File: config.mk
export PLATFORM = sky130hd
export DESIGN_NAME = dmem_arbiter_flat
export DESIGN_NICKNAME = d
export VERILOG_FILES = /design/src/rtl/dmem_if.sv /design/src/rtl/dmem_arbiter.sv /design/src/flat_wrapper.sv
export SDC_FILE = /design/constraint.sdc
export NUM_CORES = 1
export LEC_CHECK = 0
export CORE_AREA = 3 3 121 123
export CTS_BUF_LIST = sky130_fd_sc_hd__clkbuf_16
export DETAILED_ROUTE_END_ITERATION = 8
export DIE_AREA = 0 0 124 126
export MAX_ROUTING_LAYER = met4
export SYNTH_ARGS = -nofsm -noshare
export SYNTH_HDL_FRONTEND = slang
export SYNTH_SLANG_ARGS = --single-unit
export TNS_END_PERCENT = 1
File: constraint.sdc
create_clock -name clk -period 2.6 [get_ports clk]
set_clock_uncertainty 0.2 [all_clocks]
set_input_delay 0.26 -clock clk [delete_from_list [all_inputs] [get_ports clk]]
set_output_delay 0.26 -clock clk [all_outputs]
set_load 0.02 [all_outputs]
File: src/rtl/dmem_if.sv
// dmem_if: two-master data-memory bus between masters, arbiter and a synchronous-read memory
interface dmem_if;
  logic        m0_req, m0_we, m1_req, m1_we, m1_lock;
  logic [31:0] m0_addr, m0_wdata, m1_addr, m1_wdata;
  logic [2:0]  m0_mem_type, m1_mem_type;
  logic        m0_gnt, m1_gnt, m0_rvalid, m1_rvalid;
  logic [31:0] m0_rdata, m1_rdata;
  logic        mem_rd_en, mem_wr_en;
  logic [31:0] mem_addr, mem_wdata, mem_rdata;
  logic [2:0]  mem_type;
  modport slave (
    input  m0_req, m0_we, m0_addr, m0_wdata, m0_mem_type,
    input  m1_req, m1_we, m1_addr, m1_wdata, m1_mem_type, m1_lock, mem_rdata,
    output m0_gnt, m1_gnt, m0_rvalid, m1_rvalid, m0_rdata, m1_rdata,
    output mem_rd_en, mem_wr_en, mem_addr, mem_wdata, mem_type
  );
  modport master (
    output m0_req, m0_we, m0_addr, m0_wdata, m0_mem_type,
    output m1_req, m1_we, m1_addr, m1_wdata, m1_mem_type, m1_lock, mem_rdata,
    input  m0_gnt, m1_gnt, m0_rvalid, m1_rvalid, m0_rdata, m1_rdata,
    input  mem_rd_en, mem_wr_en, mem_addr, mem_wdata, mem_type
  );
endinterface

File: src/rtl/dmem_arbiter.sv
// dmem_arbiter: round-robin core/DMA data-memory arbiter with bounded DMA burst lock
module dmem_arbiter #(
  parameter int MAX_LOCK = 8
) (
  input logic   clk,
  input logic   rst,
  dmem_if.slave bus
);
  localparam int CW = $clog2(MAX_LOCK + 1);
  logic [CW-1:0] lock_cnt;
  logic          last_gnt, prev_m1, rv0, rv1;
  logic          hold, g0, g1, we;
  always_comb begin
    hold = prev_m1 & bus.m1_lock & bus.m1_req & (lock_cnt < CW'(MAX_LOCK));
    g1   = ~rst & bus.m1_req & (hold | ~bus.m0_req | ~last_gnt);
    g0   = ~rst & bus.m0_req & ~g1;
    we   = g0 ? bus.m0_we : g1 & bus.m1_we;
    bus.m0_gnt    = g0;
    bus.m1_gnt    = g1;
    bus.mem_rd_en = (g0 | g1) & ~we;
    bus.mem_wr_en = (g0 | g1) & we;
    bus.mem_addr  = g0 ? bus.m0_addr : g1 ? bus.m1_addr : '0;
    bus.mem_wdata = g0 ? bus.m0_wdata : g1 ? bus.m1_wdata : '0;
    bus.mem_type  = g0 ? bus.m0_mem_type : g1 ? bus.m1_mem_type : '0;
    bus.m0_rvalid = rv0;
    bus.m1_rvalid = rv1;
    bus.m0_rdata  = bus.mem_rdata;
    bus.m1_rdata  = bus.mem_rdata;
  end
  // last_gnt resets to master 1 so the first tie goes to master 0
  always_ff @(posedge clk or posedge rst)
    if (rst) begin
      last_gnt <= 1'b1;
      prev_m1  <= 1'b0;
      lock_cnt <= '0;
      rv0      <= 1'b0;
      rv1      <= 1'b0;
    end else begin
      if (g0 | g1) last_gnt <= g1;
      prev_m1  <= g1;
      rv0      <= g0 & ~bus.m0_we;
      rv1      <= g1 & ~bus.m1_we;
      lock_cnt <= (g1 & bus.m1_lock) ? ((lock_cnt == CW'(MAX_LOCK)) ? lock_cnt : lock_cnt + 1'b1) : '0;
    end
endmodule

File: src/flat_wrapper.sv
// flat-port wrapper written by rule: the top's interface ports become plain ports
module dmem_arbiter_flat 
#(
  parameter int MAX_LOCK = 8
)
  (clk, rst, bus_m0_req, bus_m0_we, bus_m0_addr, bus_m0_wdata, bus_m0_mem_type, bus_m1_req, bus_m1_we, bus_m1_addr, bus_m1_wdata, bus_m1_mem_type, bus_m1_lock, bus_mem_rdata, bus_m0_gnt, bus_m1_gnt, bus_m0_rvalid, bus_m1_rvalid, bus_m0_rdata, bus_m1_rdata, bus_mem_rd_en, bus_mem_wr_en, bus_mem_addr, bus_mem_wdata, bus_mem_type);
  dmem_if bus_i ();
  input logic clk;
  input logic rst;
  input wire logic [$bits(bus_i.m0_req)-1:0] bus_m0_req;
  input wire logic [$bits(bus_i.m0_we)-1:0] bus_m0_we;
  input wire logic [$bits(bus_i.m0_addr)-1:0] bus_m0_addr;
  input wire logic [$bits(bus_i.m0_wdata)-1:0] bus_m0_wdata;
  input wire logic [$bits(bus_i.m0_mem_type)-1:0] bus_m0_mem_type;
  input wire logic [$bits(bus_i.m1_req)-1:0] bus_m1_req;
  input wire logic [$bits(bus_i.m1_we)-1:0] bus_m1_we;
  input wire logic [$bits(bus_i.m1_addr)-1:0] bus_m1_addr;
  input wire logic [$bits(bus_i.m1_wdata)-1:0] bus_m1_wdata;
  input wire logic [$bits(bus_i.m1_mem_type)-1:0] bus_m1_mem_type;
  input wire logic [$bits(bus_i.m1_lock)-1:0] bus_m1_lock;
  input wire logic [$bits(bus_i.mem_rdata)-1:0] bus_mem_rdata;
  output wire logic [$bits(bus_i.m0_gnt)-1:0] bus_m0_gnt;
  output wire logic [$bits(bus_i.m1_gnt)-1:0] bus_m1_gnt;
  output wire logic [$bits(bus_i.m0_rvalid)-1:0] bus_m0_rvalid;
  output wire logic [$bits(bus_i.m1_rvalid)-1:0] bus_m1_rvalid;
  output wire logic [$bits(bus_i.m0_rdata)-1:0] bus_m0_rdata;
  output wire logic [$bits(bus_i.m1_rdata)-1:0] bus_m1_rdata;
  output wire logic [$bits(bus_i.mem_rd_en)-1:0] bus_mem_rd_en;
  output wire logic [$bits(bus_i.mem_wr_en)-1:0] bus_mem_wr_en;
  output wire logic [$bits(bus_i.mem_addr)-1:0] bus_mem_addr;
  output wire logic [$bits(bus_i.mem_wdata)-1:0] bus_mem_wdata;
  output wire logic [$bits(bus_i.mem_type)-1:0] bus_mem_type;
  assign bus_i.m0_req = bus_m0_req;
  assign bus_i.m0_we = bus_m0_we;
  assign bus_i.m0_addr = bus_m0_addr;
  assign bus_i.m0_wdata = bus_m0_wdata;
  assign bus_i.m0_mem_type = bus_m0_mem_type;
  assign bus_i.m1_req = bus_m1_req;
  assign bus_i.m1_we = bus_m1_we;
  assign bus_i.m1_addr = bus_m1_addr;
  assign bus_i.m1_wdata = bus_m1_wdata;
  assign bus_i.m1_mem_type = bus_m1_mem_type;
  assign bus_i.m1_lock = bus_m1_lock;
  assign bus_i.mem_rdata = bus_mem_rdata;
  assign bus_m0_gnt = bus_i.m0_gnt;
  assign bus_m1_gnt = bus_i.m1_gnt;
  assign bus_m0_rvalid = bus_i.m0_rvalid;
  assign bus_m1_rvalid = bus_i.m1_rvalid;
  assign bus_m0_rdata = bus_i.m0_rdata;
  assign bus_m1_rdata = bus_i.m1_rdata;
  assign bus_mem_rd_en = bus_i.mem_rd_en;
  assign bus_mem_wr_en = bus_i.mem_wr_en;
  assign bus_mem_addr = bus_i.mem_addr;
  assign bus_mem_wdata = bus_i.mem_wdata;
  assign bus_mem_type = bus_i.mem_type;
  dmem_arbiter #(.MAX_LOCK(MAX_LOCK)) u_core (.clk(clk), .rst(rst), .bus(bus_i));
endmodule
==> results by group, run 1 <==
Drt
  – Routed Antenna Nets: 0
  – Wirelength per Cell: 16.8 um
  – First-pass DRT Iterations: 5
  – Total wire length: 11000 um
  – DR vias/cell: 4.82
  – Drt drc: 0
  – 1st-iter DRT viols: 158
  – Via count: 3160

Pwr
  – PD cells: 263 nW/um^2
  – Pleak: 0.00168 uW
  – Net Sw Frac: 36.3%
  – Power share of the combinational group: 63.7%
  – Peak supply drop: 175 uV
  – Psw: 405 uW
  – Register share of total power: 12.5%
  – P_int: 711 uW
  – Clock network fraction of design power: 23.8%

Synthesis
  – Mapped cell area: 2430 sq um
  – Unique masters post-synth: 31
  – Avg Cell Area, Syn: 6.84 sq um
  – Mapped Cells: 356
  – Synth warn: 0
  – Syn Nets: 531
  – Register area share after synthesis: 8.27%
  – #FFs+latches synth: 8

Global routing
  – Vias in the first global route: 3127
  – Initial antenna violation count: 0
  – Largest net degree at the start of global routing: 77
  – Gr ovfl total: 0
  – Total global-route track usage: 13.0%
  – First-pass GRT wire length: 16200 um

Die
  – Core area: 13800 sq um
  – I/O pin total: 310
  – Site row count: 43
  – Die area: 15600 sq um
  – Starting density of the core: 17.7%
  – Die extent in x: 124 um
  – Die Y: 126 um

Setup path
  – CP max FO: 76
  – R2R Setup Slk: 0.97 ns
  – Worst r2r path cells: 4
  – Critical Path RT: 2.14 ns
  – Worst r2r dst: u_core.lock_cnt[0]$_DFFE_PP0P_
  – CP Capture Type: primary output
  – Arrival @ worst endpoint: 2.04 ns
  – Setup CP Type: primary input to primary output
  – CP startpoint kind: primary input
  – RR Startpoint: u_core.lock_cnt[3]$_DFFE_PP0P_

CTS
  – Worst-Skew Late Latency: 0.24 ns
  – CTS tree: built
  – CTS sink count: 8
  – TritonCTS Buffers: 3
  – Resize count post-CTS: 70
  – Hold Buf Count CTS: 0
  – Clock buffer depth: 2
  – H-tree levels: 1
  – Clock transition at the registers of the reported paths: 0.04 ns
  – Setup Buffers After CTS: 0
  – CTS root buffer: clkbuf_16

Timing
  – Fin crit share: 96.0%
  – Final Hold Viols: 0
  – Slew Viols, Final: 0
  – TNS Setup: 0 ns
  – Final min period: 2.50 ns
  – RSZ-0062 raised after global routing: false
  – Worst-Margin Slew: 0.485 ns
  – Setup violations, final: 0
  – Fin Hold WS: 0.125 ns
  – Max Freq: 401 MHz
  – Headroom to the max-slew limit: 67.7%

Layout
  – Antenna cells: 0
  – Final instance area: 4240 sq um
  – Nets@finish: 652
  – Area Growth Syn to Fin: 74.2%
  – Ratio of cells with drive above 1 in the final layout: 5.04%

Place
  – Hpwl dp: 8070 um
  – Placed cell area: 4250 sq um
  – GPL Wtd Cong: 0.768
  – Buffers on Ports: 213

Min path
  – Worst min path class: primary input to asynchronous set/reset pin

Run status
  – Status: finished clean

Run
  – Max Cap Viol: 0
worst max path at each step:
stage                                            from          endpoint
after floorplan           u_core.last_gnt$_DFFE_PP1P_  bus_mem_addr[20]
after global placement                     bus_m1_req   bus_mem_type[0]
after detailed placement                   bus_m1_req   bus_mem_type[0]
after CTS                                 bus_m1_lock        bus_m0_gnt
after global routing                       bus_m1_req   bus_mem_type[0]
final                                      bus_m1_req   bus_mem_type[0]
Yosys cell counts:
| cell | instances | area share (%) |
|---|---|---|
| dfstp_2 | 1 | 1.1 |
| o21ai_0 | 64 | 13 |
| o41ai_2 | 1 | 0.67 |
| clkbuf_1 | 16 | 2.5 |
| buf_1 | 4 | 0.62 |
| buf_2 | 14 | 2.9 |
| nand3_1 | 1 | 0.21 |
| nand4b_1 | 69 | 25 |
| nand2b_1 | 2 | 0.51 |
| ha_1 | 2 | 1.0 |
| a21boi_4 | 1 | 0.77 |
| nand3b_1 | 2 | 0.62 |
| nor2_1 | 7 | 1.1 |
| o211ai_1 | 1 | 0.31 |
| buf_4 | 68 | 21 |
| o21ai_1 | 5 | 1.0 |
| mux2i_1 | 1 | 0.41 |
| a21oi_1 | 69 | 14 |
| dfrtp_1 | 7 | 7.2 |
| xor2_1 | 1 | 0.36 |
| nor2b_1 | 1 | 0.26 |
| xnor2_1 | 1 | 0.36 |
| nand2_1 | 2 | 0.31 |
| clkbuf_2 | 4 | 0.82 |
| or2_2 | 1 | 0.26 |
| buf_6 | 4 | 1.8 |
| a21boi_2 | 1 | 0.46 |
| and4b_1 | 1 | 0.41 |
| inv_1 | 3 | 0.46 |
| or3_1 | 1 | 0.26 |
| nor3_1 | 1 | 0.21 |
power groups by stage:
stage	Clock [uW]	Sequential (uW)	Combinational, uW
after floorplan	0	141	490
after global placement	0	140	759
after detailed placement	0	140	768
after CTS	273	139	715
after global routing	282	140	762
final	266	139	711
layer usage:
metal / share of wire, % / wire length (um) / track usage, % / vias up
met5: 0 / 0 / - / -
met4: 2.7 / 297 / 3.74 / 0
met3: 8.6 / 945 / 2.47 / 31
met2: 48 / 5330 / 22.4 / 176
met1: 40 / 4460 / 15.2 / 1465
li1: - / - / - / 1488
placed cells by master, fill, tap and decap left out, drive strengths merged:
master	instances
a21oi	69
buf	15
or3	1
nand3b	2
dfrtp	7
nand3	1
o41ai	1
dlymetal6s2s	1
mux2i	1
o211ai	1
a21boi	2
clkbuf	3
dlygate4sd2	70
xnor2	1
and4b	1
nor2b	1
or2	1
nand2b	2
nor2	7
o21ai	69
nand4b	69
ha	2
nand2	2
dfstp	1
nor3	1
xor2	1
clkdlybuf4s50	140
inv	4
worst max-delay path, stage by stage:
cell and delay (ns):
clkdlybuf4s50_1 0.51, a21boi_4 0.26, buf_12 0.26, o21ai_0 0.13, a21oi_1 0.21, dlygate4sd2_1 0.37
registers in the layout, summed over array words and instances (netlist names):
name                  count
u_core.prev_m1            1
u_core.bus.m1_rvalid      1
u_core.bus.m0_rvalid      1
u_core.lock_cnt           4
u_core.last_gnt           1
cells by family after synthesis:
group | synth area share (%)
AOI/OAI and AO/OA | 30.6
xor gates and xnor gates | 0.720
adders and majority gates | 1.03
buffers and inverters | 30.1
DFF | 8.27
muxes | 0.411
and+or+nand+nor | 28.9
per-stage QoR:
stage | util [%] | total power, uW | setup slack [ns] | instances
2_1_floorplan | - | 631 | 0.646 | 356
3_3_place_gp | 30.8 | 900 | -0.133 | 652
3_5_place_dp | 30.8 | 908 | -0.157 | 652
4_1_cts | 30.8 | 1130 | 0.0979 | 656
5_1_grt | 30.8 | 1180 | 0.00175 | 656
6_report | 30.8 | 1120 | 0.103 | 656
area by class of cell:
cell class / count / area (sq um)
fillers: 1502 / 9530
multi-input cells: 235 / 1500
clock inverters: 1 / 3.75
well taps: 180 / 225
clock buffers: 3 / 75.1
inverters: 3 / 11.3
flip-flops and latches: 8 / 201
repair buffers: 226 / 2220
Power figures use the tool's default switching activity.
==> run 2, diff against run 1 <==
Settings changed: SKIP_CTS_REPAIR_TIMING from default to 1.
==> results by group, run 2 (synthesis results as in run 1) <==
Run status
  – Status: finished clean

Drt
  – Via count: 3160
  – DR vias/cell: 4.82
  – Wirelength per Cell: 17.0 um
  – First-pass DRT Iterations: 5
  – 1st-iter DRT viols: 179
  – Routed Antenna Nets: 0
  – Drt drc: 0
  – Total wire length: 11200 um

Layout
  – Largest register FFs: 4
  – Antenna cells: 0
  – Nets@finish: 652
  – Commonest non-fill, non-tap cells in the layout: clkdlybuf4s50_1 (140), dlymetal6s2s_1 (71), nand4b_1 (69), a21oi_1 (69), o21ai_0 (64)
  – Area Growth Syn to Fin: 85.0%
  – Most common cell after layout, fill and taps aside: clkdlybuf4s50_1
  – Fill count: 1452
  – Largest Register: u_core.lock_cnt
  – Ratio of cells with drive above 1 in the final layout: 5.04%
  – Sequential cell area: 201 sq um
  – Area of the multi-input gates: 1500 sq um

Setup path
  – R2R Setup Slk: 0.97 ns
  – Critical Path RT: 2.14 ns
  – Highest-delay cell along the critical path: clkdlybuf4s50_1
  – Setup CP Type: primary input to primary output
  – Worst r2r dst: u_core.lock_cnt[0]$_DFFE_PP0P_
  – CP peak stage delay: 0.51 ns
  – RR Startpoint: u_core.lock_cnt[3]$_DFFE_PP0P_
  – CP max FO: 76
  – CP cell instances: clkdlybuf4s50_1 -> a21boi_4 -> buf_12 -> o21ai_0 -> a21oi_1 -> dlymetal6s2s_1
  – CP Capture Type: primary output
  – Worst r2r path cells: 4
  – CP startpoint kind: primary input
  – Arrival @ worst endpoint: 1.92 ns

Pwr
  – Psw: 407 uW
  – Clock network fraction of design power: 23.1%
  – PD cells: 257 nW/um^2
  – P_int: 750 uW
  – Net Sw Frac: 35.2%
  – Peak supply drop: 174 uV
  – Power share of the combinational group: 64.9%
  – Register share of total power: 12.0%
  – Pleak: 0.00252 uW

Timing
  – Headroom to the max-slew limit: 67.3%
  – Worst-Margin Slew: 0.491 ns
  – Max Freq: 420 MHz
  – Fin crit share: 91.6%
  – Final Hold Viols: 0
  – Final min period: 2.38 ns
  – Fin Hold WS: 0.117 ns
  – Setup violations, final: 0
  – TNS Setup: 0 ns
  – Slew Viols, Final: 0
  – RSZ-0062 raised after global routing: false

Global routing
  – Initial antenna violation count: 0
  – Largest net degree at the start of global routing: 77
  – Vias in the first global route: 3137
  – Gr ovfl total: 0
  – Total global-route track usage: 13.0%
  – First-pass GRT wire length: 16200 um

Die
  – Starting density of the core: 17.7%
  – Die area: 15600 sq um
  – I/O pin total: 310
  – Core area: 13800 sq um
  – Die Y: 126 um
  – Die extent in x: 124 um
  – Site row count: 43

CTS
  – Worst-Skew Late Latency: 0.24 ns
  – CTS sink count: 8
  – H-tree levels: 1
  – TritonCTS Buffers: 3
  – Clock buffer depth: 2
  – CTS root buffer: clkbuf_16
  – Clock transition at the registers of the reported paths: 0.04 ns
  – CTS tree: built

Min path
  – Worst min path class: primary input to asynchronous set/reset pin

Place
  – GPL Wtd Cong: 0.768
  – Buffers on Ports: 213
  – Hpwl dp: 8070 um

Run
  – Max Cap Viol: 0
[run 2: changes by cell type in the layout (fill, tap and decap cells not counted)]
cell            before  now
dlymetal6s2s_1       1   71
dlygate4sd2_1       70    0
[run 2: layer usage]
metal  up-vias  GRT usage (%)  part of all wire, %
met4         0           3.48                  2.8
li1       1487              -                    -
met5         -              -                    0
met1      1458           15.3                   39
met3        34           2.47                  9.7
met2       181           22.5                   49
[run 2: area by class of cell]
cell class,count,share of cell area (%)
clock inverters,1,0.0833
flip-flops and latches,8,4.47
inverters,3,0.250
well taps,180,5.00
clock buffers,3,1.67
repair buffers,226,55.2
multi-input cells,235,33.4
[run 2: how the worst max path moves through the flow]
| stage | to | startpoint | slack [ns] |
|---|---|---|---|
| finish | bus_mem_type[0] | bus_m1_req | 0.22 |
| global route | bus_mem_type[0] | bus_m1_req | 0.11 |
| CTS | bus_mem_type[0] | bus_m1_req | -0.17 |
| detailed placement | bus_mem_type[0] | bus_m1_req | -0.16 |
| global placement | bus_mem_type[0] | bus_m1_req | -0.13 |
| floorplan | bus_mem_addr[20] | u_core.last_gnt$_DFFE_PP1P_ | 0.65 |
[run 2: worst max-delay path, delay by kind of cell]
| kind | cells | cell delay, ns |
|---|---|---|
| buf+inv | 3 | 1.03 |
| compound gates | 3 | 0.59 |
[run 2: through the flow]
stage	total power [uW]	setup WS (ns)	cell area, sq um	cells	utilization [%]
2_1_floorplan	631	0.646	2430	356	-
3_3_place_gp	900	-0.133	4250	652	30.8
3_5_place_dp	908	-0.157	4250	652	30.8
4_1_cts	1180	-0.168	4330	656	31.4
5_1_grt	1220	0.107	4500	656	32.7
6_report	1160	0.218	4500	656	32.7
[run 2: power groups by stage]
stage	combinational, uW	sequential [uW]	clock, uW
after floorplan	490	141	0
after global placement	759	140	0
after detailed placement	768	140	0
after CTS	772	139	273
after global routing	801	140	282
final	751	139	267
